$ cat src/rtl/ifu_pkg.sv
// Shared definitions for the instruction-fetch stage and the rest of the MIPS datapath.
package ifu_pkg;

    // Fetch entry as seen by decode (32-bit datapath view).
    typedef struct packed {
        logic [31:0] instr;
        logic [31:0] pc;
    } fetch_entry_t;

    localparam logic [31:0] NOP_INSTR = 32'h0000_0000;

    // Primary opcodes used across the datapath.
    localparam logic [5:0] OP_RTYPE = 6'b000000;
    localparam logic [5:0] OP_LW    = 6'b100011;
    localparam logic [5:0] OP_SW    = 6'b101011;
    localparam logic [5:0] OP_BEQ   = 6'b000100;
    localparam logic [5:0] OP_J     = 6'b000010;

    // A fetch address must be word aligned; any nonzero low bit is a fault.
    function automatic logic pc_misaligned(input logic [1:0] low_bits);
        return (low_bits != 2'b00);
    endfunction

endpackage

$ cat src/rtl/ifu_fifo.sv
// Show-ahead FIFO with synchronous flush. Head entry is visible whenever valid=1.
module ifu_fifo
    import ifu_pkg::*;
#(
    parameter int WIDTH = 64,
    parameter int DEPTH = 2
) (
    input  logic                         clk,
    input  logic                         rst_n,
    input  logic                         flush,
    input  logic                         push,
    input  logic [WIDTH-1:0]             push_data,
    input  logic                         pop,
    output logic [WIDTH-1:0]             head_data,
    output logic                         valid,
    output logic [$clog2(DEPTH+1)-1:0]   count
);

    localparam int PTR_W = (DEPTH > 1) ? $clog2(DEPTH) : 1;
    localparam int CNT_W = $clog2(DEPTH + 1);

    logic [WIDTH-1:0] store_r [DEPTH];
    logic [PTR_W-1:0] rd_ptr_r;
    logic [PTR_W-1:0] wr_ptr_r;
    logic [CNT_W-1:0] count_r;
    logic             pop_s;

    // Pointers wrap explicitly so non-power-of-two depths work.
    function automatic logic [PTR_W-1:0] next_ptr(input logic [PTR_W-1:0] p);
        if (p == PTR_W'(DEPTH - 1)) begin
            return '0;
        end else begin
            return p + PTR_W'(1);
        end
    endfunction

    // Ignore pops on an empty FIFO so the count can never underflow.
    always_comb begin
        pop_s = pop && (count_r != '0);
    end

    // Pointer, occupancy and storage update; flush empties the FIFO and wins over push/pop.
    always_ff @(posedge clk or negedge rst_n) begin
        if (!rst_n) begin
            rd_ptr_r <= '0;
            wr_ptr_r <= '0;
            count_r  <= '0;
            for (int i = 0; i < DEPTH; i++) begin
                store_r[i] <= '0;
            end
        end else if (flush) begin
            rd_ptr_r <= '0;
            wr_ptr_r <= '0;
            count_r  <= '0;
        end else begin
            if (push) begin
                store_r[wr_ptr_r] <= push_data;
                wr_ptr_r          <= next_ptr(wr_ptr_r);
            end
            if (pop_s) begin
                rd_ptr_r <= next_ptr(rd_ptr_r);
            end
            count_r <= count_r + CNT_W'(push) - CNT_W'(pop_s);
        end
    end

    assign head_data = store_r[rd_ptr_r];
    assign valid     = (count_r != '0);
    assign count     = count_r;

endmodule

$ cat src/rtl/instr_fetch_unit.sv
// Instruction fetch: PC, synchronous-read instruction memory and show-ahead output buffer.
module instr_fetch_unit
    import ifu_pkg::*;
#(
    parameter int                 ADDR_W     = 32,
    parameter int                 DATA_W     = 32,
    parameter int                 DEPTH      = 16,
    parameter logic [ADDR_W-1:0]  RESET_PC   = '0,
    parameter int                 FIFO_DEPTH = 2
) (
    input  logic                      clk,
    input  logic                      rst_n,
    input  logic                      prog_we,
    input  logic [$clog2(DEPTH)-1:0]  prog_addr,
    input  logic [DATA_W-1:0]         prog_data,
    input  logic                      redirect_valid,
    input  logic [ADDR_W-1:0]         redirect_pc,
    output logic                      out_valid,
    input  logic                      out_ready,
    output logic [DATA_W-1:0]         out_instr,
    output logic [ADDR_W-1:0]         out_pc,
    output logic [ADDR_W-1:0]         out_pc_plus4,
    output logic                      fault
);

    localparam int IDX_W = $clog2(DEPTH);
    localparam int CNT_W = $clog2(FIFO_DEPTH + 1);
    localparam int ENT_W = DATA_W + ADDR_W;
    localparam logic [ADDR_W:0] PC_LIMIT = (ADDR_W + 1)'(DEPTH * 4);

    logic [DATA_W-1:0] mem_r [DEPTH];
    logic [DATA_W-1:0] rd_data_r;
    logic [ADDR_W-1:0] rd_pc_r;
    logic [ADDR_W-1:0] pc_r;
    logic              inflight_r;
    logic              fault_r;

    logic              pop_s;
    logic [CNT_W:0]    occ_s;
    logic              room_s;
    logic              attempt_s;
    logic              bad_pc_s;
    logic              issue_s;
    logic              push_s;
    logic [CNT_W-1:0]  count_s;
    logic              fifo_valid_s;
    logic [ENT_W-1:0]  push_ent_s;
    logic [ENT_W-1:0]  head_ent_s;

    // Issue decision: room is counted including the read in flight and the entry leaving now.
    always_comb begin
        pop_s     = fifo_valid_s && out_ready;
        occ_s     = {1'b0, count_s} + (CNT_W + 1)'(inflight_r) - (CNT_W + 1)'(pop_s);
        room_s    = (occ_s < (CNT_W + 1)'(FIFO_DEPTH));
        attempt_s = !fault_r && !redirect_valid && room_s;
        bad_pc_s  = ({1'b0, pc_r} >= PC_LIMIT) || pc_misaligned(pc_r[1:0]);
        issue_s   = attempt_s && !bad_pc_s;
        push_s    = inflight_r && !redirect_valid;
    end

    // Program port; contents survive reset, and a same-cycle read sees the old word.
    always_ff @(posedge clk) begin
        if (prog_we) begin
            mem_r[prog_addr] <= prog_data;
        end
    end

    // Synchronous memory read, registered only when a fetch is issued.
    always_ff @(posedge clk) begin
        if (issue_s) begin
            rd_data_r <= mem_r[pc_r[IDX_W+1:2]];
        end
    end

    // PC, in-flight tracking and sticky fault; redirect overrides everything else.
    always_ff @(posedge clk or negedge rst_n) begin
        if (!rst_n) begin
            pc_r       <= RESET_PC;
            rd_pc_r    <= '0;
            inflight_r <= 1'b0;
            fault_r    <= 1'b0;
        end else if (redirect_valid) begin
            pc_r       <= redirect_pc;
            inflight_r <= 1'b0;
            fault_r    <= 1'b0;
        end else begin
            inflight_r <= issue_s;
            if (issue_s) begin
                pc_r    <= pc_r + ADDR_W'(4);
                rd_pc_r <= pc_r;
            end else if (attempt_s && bad_pc_s) begin
                fault_r <= 1'b1;
            end
        end
    end

    assign push_ent_s = {rd_data_r, rd_pc_r};

    ifu_fifo #(
        .WIDTH (ENT_W),
        .DEPTH (FIFO_DEPTH)
    ) u_fifo (
        .clk       (clk),
        .rst_n     (rst_n),
        .flush     (redirect_valid),
        .push      (push_s),
        .push_data (push_ent_s),
        .pop       (pop_s),
        .head_data (head_ent_s),
        .valid     (fifo_valid_s),
        .count     (count_s)
    );

    assign out_valid    = fifo_valid_s;
    assign out_instr    = head_ent_s[ENT_W-1:ADDR_W];
    assign out_pc       = head_ent_s[ADDR_W-1:0];
    assign out_pc_plus4 = head_ent_s[ADDR_W-1:0] + ADDR_W'(4);
    assign fault        = fault_r;

endmodule

$ cat config.mk
export PLATFORM = sky130hd
export DESIGN_NAME = instr_fetch_unit
export DESIGN_NICKNAME = d
export VERILOG_FILES = /design/src/rtl/ifu_pkg.sv /design/src/rtl/ifu_fifo.sv /design/src/rtl/instr_fetch_unit.sv
export SDC_FILE = /design/constraint.sdc
export NUM_CORES = 1
export LEC_CHECK = 0
export BUFFER_PORTS_ARGS = -buffer_cell sky130_fd_sc_hd__clkbuf_2
export CAP_MARGIN = 30
export CELL_PAD_IN_SITES_DETAIL_PLACEMENT = 0
export CELL_PAD_IN_SITES_GLOBAL_PLACEMENT = 1
export CORE_MARGIN = 3
export CORE_UTILIZATION = 45
export DETAILED_ROUTE_END_ITERATION = 16
export HOLD_SLACK_MARGIN = 0.15
export PLACE_DENSITY_LB_ADDON = 0.1
export SLEW_MARGIN = 20
export SYNTH_ARGS = -nofsm -noshare
export SYNTH_HDL_FRONTEND = slang
export SYNTH_SLANG_ARGS = --single-unit
$ cat constraint.sdc
create_clock -name clk -period 4.7 [get_ports clk]
set_clock_uncertainty 0.15 [all_clocks]
set_input_delay 0.47 -clock clk [delete_from_list [all_inputs] [get_ports clk]]
set_output_delay 0.47 -clock clk [all_outputs]
set_load 0.005 [all_outputs]
# ---- After elaboration in Yosys (flattened, before gate mapping)
# Memories as Yosys holds them, arrays and structs flattened. A register that Yosys moved wholly into a read port is not among the register bits.
# Cells that the tools add are included.
dict set report totals {
  ff_bits 198
  ram_bits 512
  inputBits 73
  out_inout_bits 98
  word_cells 69
  memories 1
}
dict set report op_classes {
  add_sub_neg 8
  magnitude_cmp 5
  n_eq_ne 1
  mux 21
  bitwise_logic 3
  reduce_logical 21
}
# name words width rd rd_clocked_by_memory_dff write_ports line
set mem_list {}
lappend mem_list {mem_r 16 32 1 1 1 instr_fetch_unit.sv:31} ;# logic [DATA_W-1:0] mem_r [DEPTH];
# cell n
set op_table {}
lappend op_table {{$mux 64} 4}
lappend op_table {{$bwmux 128} 1}
lappend op_table {{$add 32x3->32 const B} 2}
lappend op_table {{$demux 64 s1} 1}
lappend op_table {{$mux 32} 2}
lappend op_table {{$ge 32x7->1 const B} 1}
lappend op_table {{$mux 1} 12}
lappend op_table {{$reduce_bool 2->1} 6}
lappend op_table {{$logic_and 1x1->1} 8}
lappend op_table {{$reduce_and 2->1} 3}
lappend op_table {{$ge 2x2->1 const B} 2}
lappend op_table {{$not 1->2} 2}
lappend op_table {{$add 2x1->3} 1}
lappend op_table {{$logic_not 1->1} 3}
lappend op_table {{$lt 3x2->1 const B} 1}
lappend op_table {{$sub 3x1->3} 1}
lappend op_table {{$add 1x1->1 const B} 2}
lappend op_table {{$add 2x1->2} 1}
lappend op_table {{$lt 2x1->1 const B} 1}
lappend op_table {{$mux 2} 1}
lappend op_table {{$ne 2x2->1 const B} 1}
lappend op_table {{$sub 2x1->2} 1}
lappend op_table {{$logic_or 1x1->1} 1}
lappend op_table {{$not 1->1} 1}

# ---- Longest topological paths before layout
# Gate-level depths: netlist (run 1).
dict set report depth {
  word_depth 9
  mapped_depth 13
  ltp_nobuf 12
}

# ---- Modules after synthesis
# A second synthesis (run 1) with hierarchy kept.
dict set report unflattened {
  hier_cells 1383
  area_unflattened_um2 29417.0
}
# mod instances cells_per_inst area_per_inst_um2 seq_area_each_um2
set by_module_without_submodules {}
lappend by_module_without_submodules {instr_fetch_unit 1 1022 23343.6 17987.3}
lappend by_module_without_submodules {ifu_fifo 1 361 6073.3 3303.2}

# ---- Worst setup path after synthesis (run 1)
# OpenSTA, ideal clock, no wires.
dict set report synth_timing {
  path_kind {input -> register}
  startpoint {input prog_addr[2]}
  endpoint {memory mem_r[0][0] (enable)}
  setup_ps 461
  arrival_time_ps 3188
  t_required_ps 4089
  slack_ps 900
  stages 2
  path_buffers 0
  cell_sequence {or3b_2 -> nor3_1}
}
# element line
set synth_rtl {}
lappend synth_rtl {{start: declaration} instr_fetch_unit.sv:14} ;# input logic [$clog2(DEPTH)-1:0] prog_addr,
lappend synth_rtl {{end: declaration} instr_fetch_unit.sv:31}
# No word-level cell before the write port.

# ---- Worst setup path after layout (run 1)
dict set report layout_timing {
  startpoint {register u_fifo.rd_ptr_r}
  endpoint {output out_pc_plus4[27]}
}
dict set report layout_between {
  elab_chain_len 5
}
# element line
set layout_lines {}
lappend layout_lines {{start: declaration} ifu_fifo.sv:23} ;# logic [PTR_W-1:0] rd_ptr_r;
lappend layout_lines {{start signal: assignment} ifu_fifo.sv:61} ;# rd_ptr_r <= next_ptr(rd_ptr_r);
lappend layout_lines {{$not 1->2 (not written as such)} ifu_fifo.sv:67} ;# assign head_data = store_r[rd_ptr_r];
lappend layout_lines {{$mux 64 (not written as such) (3 in series)} ifu_fifo.sv:67}
lappend layout_lines {{$add 32x3->32} instr_fetch_unit.sv:117} ;# assign out_pc_plus4 = head_ent_s[ADDR_W-1:0] + ADDR_W'(4);
lappend layout_lines {{end: declaration} instr_fetch_unit.sv:22} ;# output logic [ADDR_W-1:0] out_pc_plus4,
# No other way between the ends. The select of a mux whose other input is x is not followed.

==> results by group, run 1 <==
Run status
  • Status: completed

Power and ir drop
  • Pwr Total: 14.0 mW
  • Clock power share: 41.1%
  • Sw Share: a little over a fifth
  • Gate power share: ~6.8%
  • PwrDens: 407 nW/um2
  • Flop pwr share: 52.1%
  • Sw Pwr: 2.98 mW
  • P_int: around 11 mW
  • Lkg Pwr: 12.9 nW
  • IR drop worst, VDD: 0.265 mV

Worst setup path
  • CP Capture Type: output port
  • CP max FO: 25
  • Critical path class: reg -> out
  • CP max stage cell: a2111oi_2
  • Flop2flop setup slack: 1.04 ns
  • CP Launch Type: flop
  • Path depth of the worst reg2reg path: 11
  • Critical Path RT: 4.08 ns
  • Critical Path Start: u_fifo.rd_ptr_r
  • Worst-path cell chain: buf_4 -> mux2i_1 -> a2111oi_2 -> nand4_1 -> nor4_2 -> a2bb2oi_1 -> clkbuf_2
  • Worst R2R Start: u_fifo.count[1]
  • Slowest cell delay on critical path: 0.72 ns
  • CP endpoint: out_pc_plus4[27]
  • R2R Path End: rd_data_r[3]
  • Arr. time, crit path: 3.60 ns

Detailed routing
  • 1st-pass router iterations: 4
  • Via density: 5.43
  • Via count: 14,178
  • Routed wire per std cell: approximately 24 um
  • # DRC: 0
  • Antenna-violating nets left: 0
  • Final wirelength: 62.9 mm
  • DRT iter0 DRCs: 994

Logic synthesis
  • Cell taking the most area after synthesis: edfxtp_1
  • Top post-synthesis cells by area: edfxtp_1, dfrtp_1, mux4_2
  • Synth Flop Type: edfxtp_1
  • Cells after synthesis: 1,418
  • Netlist cell types: 54
  • Syn_nets: 1,498
  • Async set-reset flop share out of synthesis: 26.7%
  • Post-synth EDFFs: 544
  • Top cell type's share of synthesized area: a little under three fifths
  • YS warnings: 0
  • Mean post-synth cell area: 20.6 um2
  • Seq/Total Area, Yosys: 73.0%
  • Synthesized flop and latch total: 742
  • Synth Cell Area: 29,200 um2

Die
  • Die area: 67,900 um2
  • Ports: 171
  • Initial core utilization: 45.9%
  • Num rows: 92
  • Die W: 261 um
  • Core area: 63,500 um2
  • Die outline height: around 260 um

Placement
  • GP Congestion: 0.761
  • Dpl hpwl: 35.4 mm
  • Placed Cells: 2,398
  • Port Buf Inserts: 170
  • Post-Place Worst Slack: 0.756 ns
  • Cell Area, Placed: 31,200 um2

Finish
  • NumNets Final: 1,783
  • Most common cell after layout, fill and taps aside: edfxtp_1
  • Share of cells above drive strength 1: 40.7%
  • Final core utilization: between 50% and 60%
  • Fin area: 34,400 um2
  • Commonest cells after routing, fill and taps aside: edfxtp_1, mux2_2, dfrtp_1
  • Fin cells: 2,609
  • Syn-to-layout area delta: 17.9%
  • Number of fillers in the final layout: just over 5,000

GRT
  • Largest net degree at the start of global routing: 133
  • Global-route usage over all layers: 18.8%
  • Initial antenna violation count: 3
  • First-pass GRT wire length: 94.4 mm
  • GR Overflow Total: 0
  • Number of global-route vias before repair: 15,085

Clock tree
  • Clk sink count: 742
  • Clock transition at path regs: 0.06 ns
  • Cts repair resizes: 0
  • # H-tree levels: 3
  • CTS tree: done
  • Deepest clock path buffer count: 3
  • Clk Latency, worst-skew pair: 0.61 ns
  • CTS buffer count: a little under 80
  • CTS root buf: clkbuf_16

STA
  • Relative slew margins: 35.5%
  • Fin Hold WS: 0.177 ns
  • Final setup margin: 0.478 ns
  • RSZ-0062 raised after global routing: false
  • Final TNS setup: 0 ns
  • Worst Tran Pin Value: 0.968 ns
  • Slew Limit Fails: 0
  • Highest Clock Rate: about 0.24 GHz
  • Endpoints failing hold: 0
  • Tcrit/Tclk final: roughly nine tenths
  • Final setup viols: 0
  • Min Tclk post-route: 4.22 ns

Hold path
  • Min-delay worst type: in -> async

Flow run
  • Max cap viols: 0
[logic make-up after synthesis]
kind of cell	after synthesis	synth area share, %
DFF	742	73.0
AOI/OAI and AO/OA	27	0.730
buffers and inverters	91	1.31
muxes	381	20.9
adders and majority gates	7	0.326
and+or+nand+nor	138	2.79
xor gates and xnor gates	32	0.961
[flip-flops by register name (all words and copies together), names as in the netlist, 2 cells and up]
name and cells:
mem_r 512, u_fifo.count 2, pc_r 32, u_fifo.store_r 128, rd_data_r 32, rd_pc_r 32
[worst max-delay path, delay by kind of cell (launching register included)]
family / cells / cell delay, ns
mux: 1 / 0.24
simple gates: 2 / 0.70
buf+inv: 2 / 0.46
flops: 1 / 0.66
compound gates: 2 / 0.91
[cell type report]
type	count	area, um2	share of cell area, %
sequential	742	21300	62.0
multi-input combinational	585	7600	22.1
clock buffer	108	2140	6.22
timing repair buffer	277	1950	5.67
tap	846	1060	3.08
clock inverter	31	240	0.699
inverter	19	71.3	0.208
antenna	1	2.50	0.00728
[power by group through the flow]
| stage | registers (mW) | clock network [mW] | logic [mW] |
|---|---|---|---|
| 6_report | 7.29 | 5.76 | 0.956 |
| 4_1_cts | 7.31 | 5.92 | 0.948 |
| 2_1_floorplan | 7.37 | 0 | 0.601 |
| 3_5_place_dp | 7.44 | 0 | 0.897 |
| 3_3_place_gp | 7.43 | 0 | 0.886 |
| 5_1_grt | 7.30 | 6.18 | 1.04 |
[routing by layer]
| layer | share of wire, % | GRT usage (%) | vias to the layer above | routed length, um |
|---|---|---|---|---|
| li1 | - | - | 6231 | - |
| met1 | 43 | 25.6 | 7566 | 27300 |
| met2 | 50 | 31.7 | 292 | 31700 |
| met3 | 4.2 | 2.96 | 89 | 2650 |
| met4 | 1.9 | 5.45 | 0 | 1200 |
| met5 | 0 | 0 | - | 0 |
[how the worst min path moves through the flow]
| stage | to | slack [ns] | cells after the start |
|---|---|---|---|
| final | u_fifo.store_r[25] | 0.18 | 2 |
| after global routing | u_fifo.store_r[25] | 0.17 | 2 |
| after CTS | u_fifo.store_r[35] | 0.35 | 1 |
| after detailed placement | rd_pc_r[29] | 0.34 | 1 |
| after global placement | u_fifo.store_r[51] | 0.33 | 1 |
| after floorplan | fault | 0.02 | 0 |
[synthesized netlist by cell type, drive strengths merged, types with 2 or more instances]
master and number:
edfxtp 544, mux4 160, mux2i 10, clkbuf 44
nand3b 7, nor3 8, nand2b 3, a211oi 2
xor2 12, nand2 21, dfrtp 198, nor2 23
inv 19, xnor2 20, and3 3, nor4 10
o211ai 2, buf 28, and2 31, a22oi 2
nand3 14, o21ai 4, a21oi 5, mux2 211
nor2b 5, nand4b 2, nand4 6, ha 6
a2111oi 2
[what timing repair did]
action / CTS / global route
hold buffers: 68 / 0
hold endpoints to repair: 661 / 0
setup endpoints to repair: 0 / 3
buffers inserted: 0 / 1
Power figures use the tool's default switching activity.
==> run 2, diff against run 1 <==
Settings changed: CORE_ASPECT_RATIO from default to 1.2.
==> run 2 against run 1 <==
Clock power decreased by 6.1%. Cell area fell by 0.52%. Combinational power is 5.4% lower. Critical endpoint is now out_pc_plus4[28].
==> results by group, run 2 (synthesis results as in run 1) <==
STA
  • Final setup viols: 0
  • Tcrit/Tclk final: 89.8%
  • Slew Limit Fails: 0
  • Endpoints failing hold: 0
  • Relative slew margins: a little under two fifths
  • Highest Clock Rate: between 0.2 and 0.25 GHz
  • Fin Hold WS: 0.184 ns
  • Final TNS setup: 0 ns
  • Worst Tran Pin Value: 0.947 ns
  • RSZ-0062 raised after global routing: false
  • Min Tclk post-route: between 4 and 5 ns

Finish
  • Largest register FFs: 512
  • NumNets Final: 1,780
  • Number of fillers in the final layout: 4,983
  • Commonest cells after routing, fill and taps aside: edfxtp_1, mux2_2, dfrtp_1
  • Reg with most FFs: mem_r
  • Most common cell after layout, fill and taps aside: edfxtp_1
  • Share of cells above drive strength 1: 40.6%
  • Sequential Area: 21,300 um2
  • Biggest regs: mem_r (512), u_fifo.store_r (128)
  • Fin cells: 2,582
  • Syn-to-layout area delta: 17.3%
  • Multi-input gate area: 7600 um2
  • # diodes: 0

Detailed routing
  • Antenna-violating nets left: 0
  • Via count: 14,053
  • DRT iter0 DRCs: 799
  • Final wirelength: 61.9 mm
  • M1 wire length: 27.2 mm
  • 1st-pass router iterations: 5
  • # DRC: 0
  • DR WL met2: 30.7 mm
  • Top sig layer: met4
  • Routed wire per std cell: 24.0 um
  • DR WL met3: 2.79 mm
  • Via density: 5.44

Power and ir drop
  • Flop pwr share: a little over half
  • Pwr Total: 13.6 mW
  • Sw Pwr: 2.91 mW
  • P_int: 10.7 mW
  • Clock power share: 39.7%
  • Gate power share: 6.6%
  • IR drop worst, VDD: 0.255 mV
  • PwrDens: 399 nW/um2
  • Lkg Pwr: 12.8 nW
  • Sw Share: 21.3%

Run status
  • Status: completed

GRT
  • Number of global-route vias before repair: 15,208
  • Global-route usage over all layers: 18.7%
  • GR Overflow Total: 0
  • Largest net degree at the start of global routing: 119
  • Initial antenna violation count: 1
  • First-pass GRT wire length: between 90 and 100 mm

Die
  • Initial core utilization: between 40% and 50%
  • Core area: 63,700 um2
  • Die outline height: 285 um
  • Ports: 171
  • Num rows: approximately 100
  • Die area: 67,900 um2
  • Die W: 238 um

Clock tree
  • CTS root buf: clkbuf_16
  • Hold-fix buffers, CTS: 66
  • # H-tree levels: 3
  • Cts repair resizes: 0
  • CTS tree: done
  • CTS buffer count: 75
  • Clk Latency, worst-skew pair: 0.59 ns
  • Deepest clock path buffer count: 3
  • Clk sink count: ~740
  • Post CTS Setup Buffer Count: 0
  • Clock transition at path regs: approximately 0.060 ns

Worst setup path
  • Flop2flop setup slack: roughly 1.1 ns
  • Arr. time, crit path: about 3.6 ns
  • CP Launch Type: flop
  • Critical path class: reg -> out
  • CP max FO: between 50 and 60
  • CP Capture Type: output port
  • Critical Path RT: slightly above 4 ns

Flow run
  • Max cap viols: 0

Hold path
  • Min-delay worst type: in -> async

Placement
  • Placed Cells: between 2,000 and 2,500
  • Port Buf Inserts: 170
  • GP Congestion: ~0.74
  • Dpl hpwl: roughly 36 mm
[run 2: cell types whose count changed in the layout (fill, tap and decap cells not counted)]
| cell | previous run | this run |
|---|---|---|
| clkbuf_1 | 25 | 23 |
| clkinvlp_4 | 0 | 1 |
| dlygate4sd3_1 | 68 | 66 |
| clkbuf_16 | 80 | 78 |
| clkinv_2 | 10 | 13 |
| clkbuf_8 | 4 | 2 |
| clkbuf_2 | 169 | 170 |
| inv_6 | 4 | 3 |
| diode_2 | 1 | 0 |
| clkinv_1 | 14 | 17 |
| buf_4 | 31 | 30 |
| clkinv_8 | 1 | 0 |
| bufinv_16 | 3 | 0 |
| buf_12 | 6 | 8 |
[run 2: final timing paths]
kind,from,end,cells past startpoint
setup / recovery,u_fifo.rd_ptr_r,out_pc_plus4[28],6
hold / removal,rst_n,pc_r[31],2
setup reg to reg,u_fifo.count[1],rd_data_r[23],11
hold reg to reg,rd_data_r[14],u_fifo.store_r[110],1
max in group asynchronous,rst_n,u_fifo.store_r[119],4
min in group clk,redirect_valid,fault,2
[run 2: layout make-up]
class	instances	share of cell area (%)
Clock buffer	102	6.00
Clock inverter	33	0.465
Inverter	19	0.209
Multi-Input combinational cell	585	22.2
Sequential cell	742	62.3
Tap cell	824	3.02
Timing Repair Buffer	277	5.75
[run 2: power by group through the flow]
stage          clock, mW  combinational (mW)  sequential [mW]
5_1_grt             5.85               0.980             7.33
2_1_floorplan          0               0.601             7.37
3_3_place_gp           0               0.862             7.45
3_5_place_dp           0               0.874             7.45
6_report            5.41               0.904             7.32
4_1_cts             5.59               0.924             7.32
[run 2: per-stage QoR]
stage                     utilization [%]  worst slack [ns]  area [um2]
after floorplan                         -             0.900       29200
after global placement               49.0             0.952       31200
after detailed placement             49.1             0.846       31300
after CTS                            53.6             0.174       34200
after global routing                 53.7             0.106       34200
final                                53.7             0.478       34200
[run 2: layer usage]
| layer | global-route usage (%) | up-vias |
|---|---|---|
| li1 | - | 6230 |
| met1 | 26.1 | 7427 |
| met2 | 31.1 | 310 |
| met3 | 2.70 | 86 |
| met4 | 5.26 | 0 |
| met5 | 0 | - |
[run 2: critical path: stages (launching register included)]
cell and delay (ns):
dfrtp_4 0.89, mux2_2 0.33, a21boi_0 0.59, nand4_2 0.38
a2111oi_2 0.45, xor2_1 0.18, clkbuf_2 0.13
==> run 3, diff against run 2 <==
Settings changed: MAX_ROUTING_LAYER from default to met4.
==> run 3 against run 2 <==
Count of clock-buffer cells in the layout stayed put. Final cell count hardly changed. Critical path type unchanged. Sequential share of layout area hardly changed. Flip-flop and latch count stayed put. Largest cell class unchanged. Via count hardly changed. Hold slack hardly changed. Critical path depth stayed put. Combinational power hardly changed.
==> results by group, run 3 (synthesis results as in run 1) <==
Run status
  • Status: completed

Placement
  • Dpl hpwl: roughly 36 mm
  • Placed Cells: ~2,400
  • Port Buf Inserts: 170
  • GP Congestion: 0.748
  • Post-Place Worst Slack: 0.846 ns

Worst setup path
  • CP max stage cell: dfrtp_4
  • Slowest cell delay on critical path: 0.89 ns
  • Path depth of the worst reg2reg path: 11
  • Critical path class: reg -> out
  • Critical Path RT: 4.08 ns
  • Flop2flop setup slack: roughly 1.1 ns
  • Worst-path cell chain: mux2_2 -> a21boi_0 -> nand4_2 -> a2111oi_2 -> xor2_1 -> clkbuf_2
  • R2R Path End: rd_data_r[23]
  • CP Capture Type: output port
  • Worst R2R Start: u_fifo.count[1]
  • Arr. time, crit path: 3.60 ns
  • CP max FO: 58
  • CP Launch Type: flop
  • CP delay by family, top: compound AO/OA/AOI/OAI gates
  • Buf/Inv on CP: 1

Die
  • Ports: 171
  • Initial core utilization: about 46%
  • Die W: 238 um
  • Die area: 67,900 um2
  • Core area: 63,700 um2
  • Die outline height: ~280 um
  • Num rows: 101

Clock tree
  • Cts repair resizes: 0
  • Post CTS Setup Buffer Count: 0
  • Clock transition at path regs: about 0.060 ns
  • CTS buffer count: 75
  • Deepest clock path buffer count: 3
  • CTS root buf: clkbuf_16
  • Clk Latency, worst-skew pair: about 0.59 ns
  • # H-tree levels: 3
  • Clk sink count: 742
  • CTS tree: done

STA
  • Final setup viols: 0
  • RSZ-0062 raised after global routing: false
  • Tcrit/Tclk final: 89.8%
  • Slew Limit Fails: 0
  • Worst Tran Pin Value: 0.929 ns
  • Relative slew margins: 37.9%
  • Min Tclk post-route: 4.22 ns
  • Highest Clock Rate: 0.237 GHz
  • Final TNS setup: 0 ns
  • Final setup margin: 0.477 ns
  • Endpoints failing hold: 0
  • Fin Hold WS: 0.184 ns

Finish
  • Reg with most FFs: mem_r
  • Largest register FFs: about 500
  • Syn-to-layout area delta: 17.3%
  • NumNets Final: 1,780
  • Most common cell after layout, fill and taps aside: edfxtp_1
  • Fin cells: 2,584
  • Commonest cells after routing, fill and taps aside: edfxtp_1, mux2_2, dfrtp_1
  • Biggest regs: mem_r (512), u_fifo.store_r (128)
  • Share of cells above drive strength 1: 40.6%

Detailed routing
  • DRT iter0 DRCs: just under 800
  • DR WL met3: 2.62 mm
  • Antenna-violating nets left: 0
  • M1 wire length: 27.4 mm
  • 1st-pass router iterations: 5
  • Top sig layer: met4
  • Via density: about 5.4
  • Via count: between 10,000 and 15,000
  • Final wirelength: 62.0 mm
  • Routed wire per std cell: 24.0 um
  • # DRC: 0
  • DR WL met2: a little over 30 mm

Power and ir drop
  • Lkg Pwr: 12.8 nW
  • Pwr Total: 13.6 mW
  • IR drop worst, VDD: about 0.26 mV
  • PwrDens: 399 nW/um2

GRT
  • GR Overflow Total: 0
  • Number of global-route vias before repair: approximately 15,000
  • Global-route usage over all layers: 19.3%
  • Initial antenna violation count: 2
  • Largest net degree at the start of global routing: 119
  • First-pass GRT wire length: between 90 and 100 mm

Hold path
  • Min-delay worst type: in -> async

Flow run
  • Max cap viols: 0
[run 3: changes by cell type in the layout (fill, tap and decap cells not counted), sizes merged]
cell / change
diode: +2
[run 3: where the power goes]
| group | internal, mW | switching (mW) | total, mW |
|---|---|---|---|
| clock | 3.06 | 2.36 | 5.42 |
| sequential | 7.20 | 0.116 | 7.32 |
| combinational | 0.469 | 0.434 | 0.903 |
[run 3: worst max path at each step]
stage	to	cells past startpoint	start	slack [ns]
after floorplan	mem_r[0][0]	2	prog_addr[2]	0.90
after global placement	out_pc_plus4[27]	6	u_fifo.rd_ptr_r	0.95
after detailed placement	out_pc_plus4[27]	6	u_fifo.rd_ptr_r	0.85
after CTS	out_pc_plus4[27]	6	u_fifo.rd_ptr_r	0.17
after global routing	out_pc_plus4[28]	9	u_fifo.rd_ptr_r	0.11
final	out_pc_plus4[28]	6	u_fifo.rd_ptr_r	0.48
[run 3: stage by stage]
step / cell area [um2] / util [%]
2_1_floorplan: 29200 / -
3_3_place_gp: 31200 / 49.0
3_5_place_dp: 31300 / 49.1
4_1_cts: 34200 / 53.6
5_1_grt: 34200 / 53.7
6_report: 34200 / 53.7
[run 3: layout make-up]
type | count | area [um2]
Clock buffer | 102 | 2050
Clock inverter | 33 | 159
Sequential cell | 742 | 21300
Inverter | 19 | 71.3
Fill cell | 4983 | 29500
Timing Repair Buffer | 277 | 1970
Multi-Input combinational cell | 585 | 7600
Tap cell | 824 | 1030
Antenna cell | 2 | 5.00
[run 3: routing by layer]
| metal | track usage [%] | up-vias |
|---|---|---|
| met1 | 26.1 | 7422 |
| li1 | - | 6224 |
| met5 | - | - |
| met3 | 2.73 | 94 |
| met4 | 5.26 | 0 |
| met2 | 31.1 | 305 |
[run 3: worst register-to-register path, stage by stage (launching register included)]
cell      delay (ns)
dfrtp_1         0.44
or2_2           0.30
and2_1          0.20
ha_1            0.28
inv_1           0.08
nand2_1         0.07
fa_1            0.38
xnor2_1         0.19
nand3_1         0.12
or3_1           0.36
clkinv_1        0.31
buf_4           0.37
[run 3: timing repair]
item / CTS / global route
hold endpoints to repair: 660 / 0
hold buffers: 66 / 0
endpoints found under the setup margin: 0 / 0
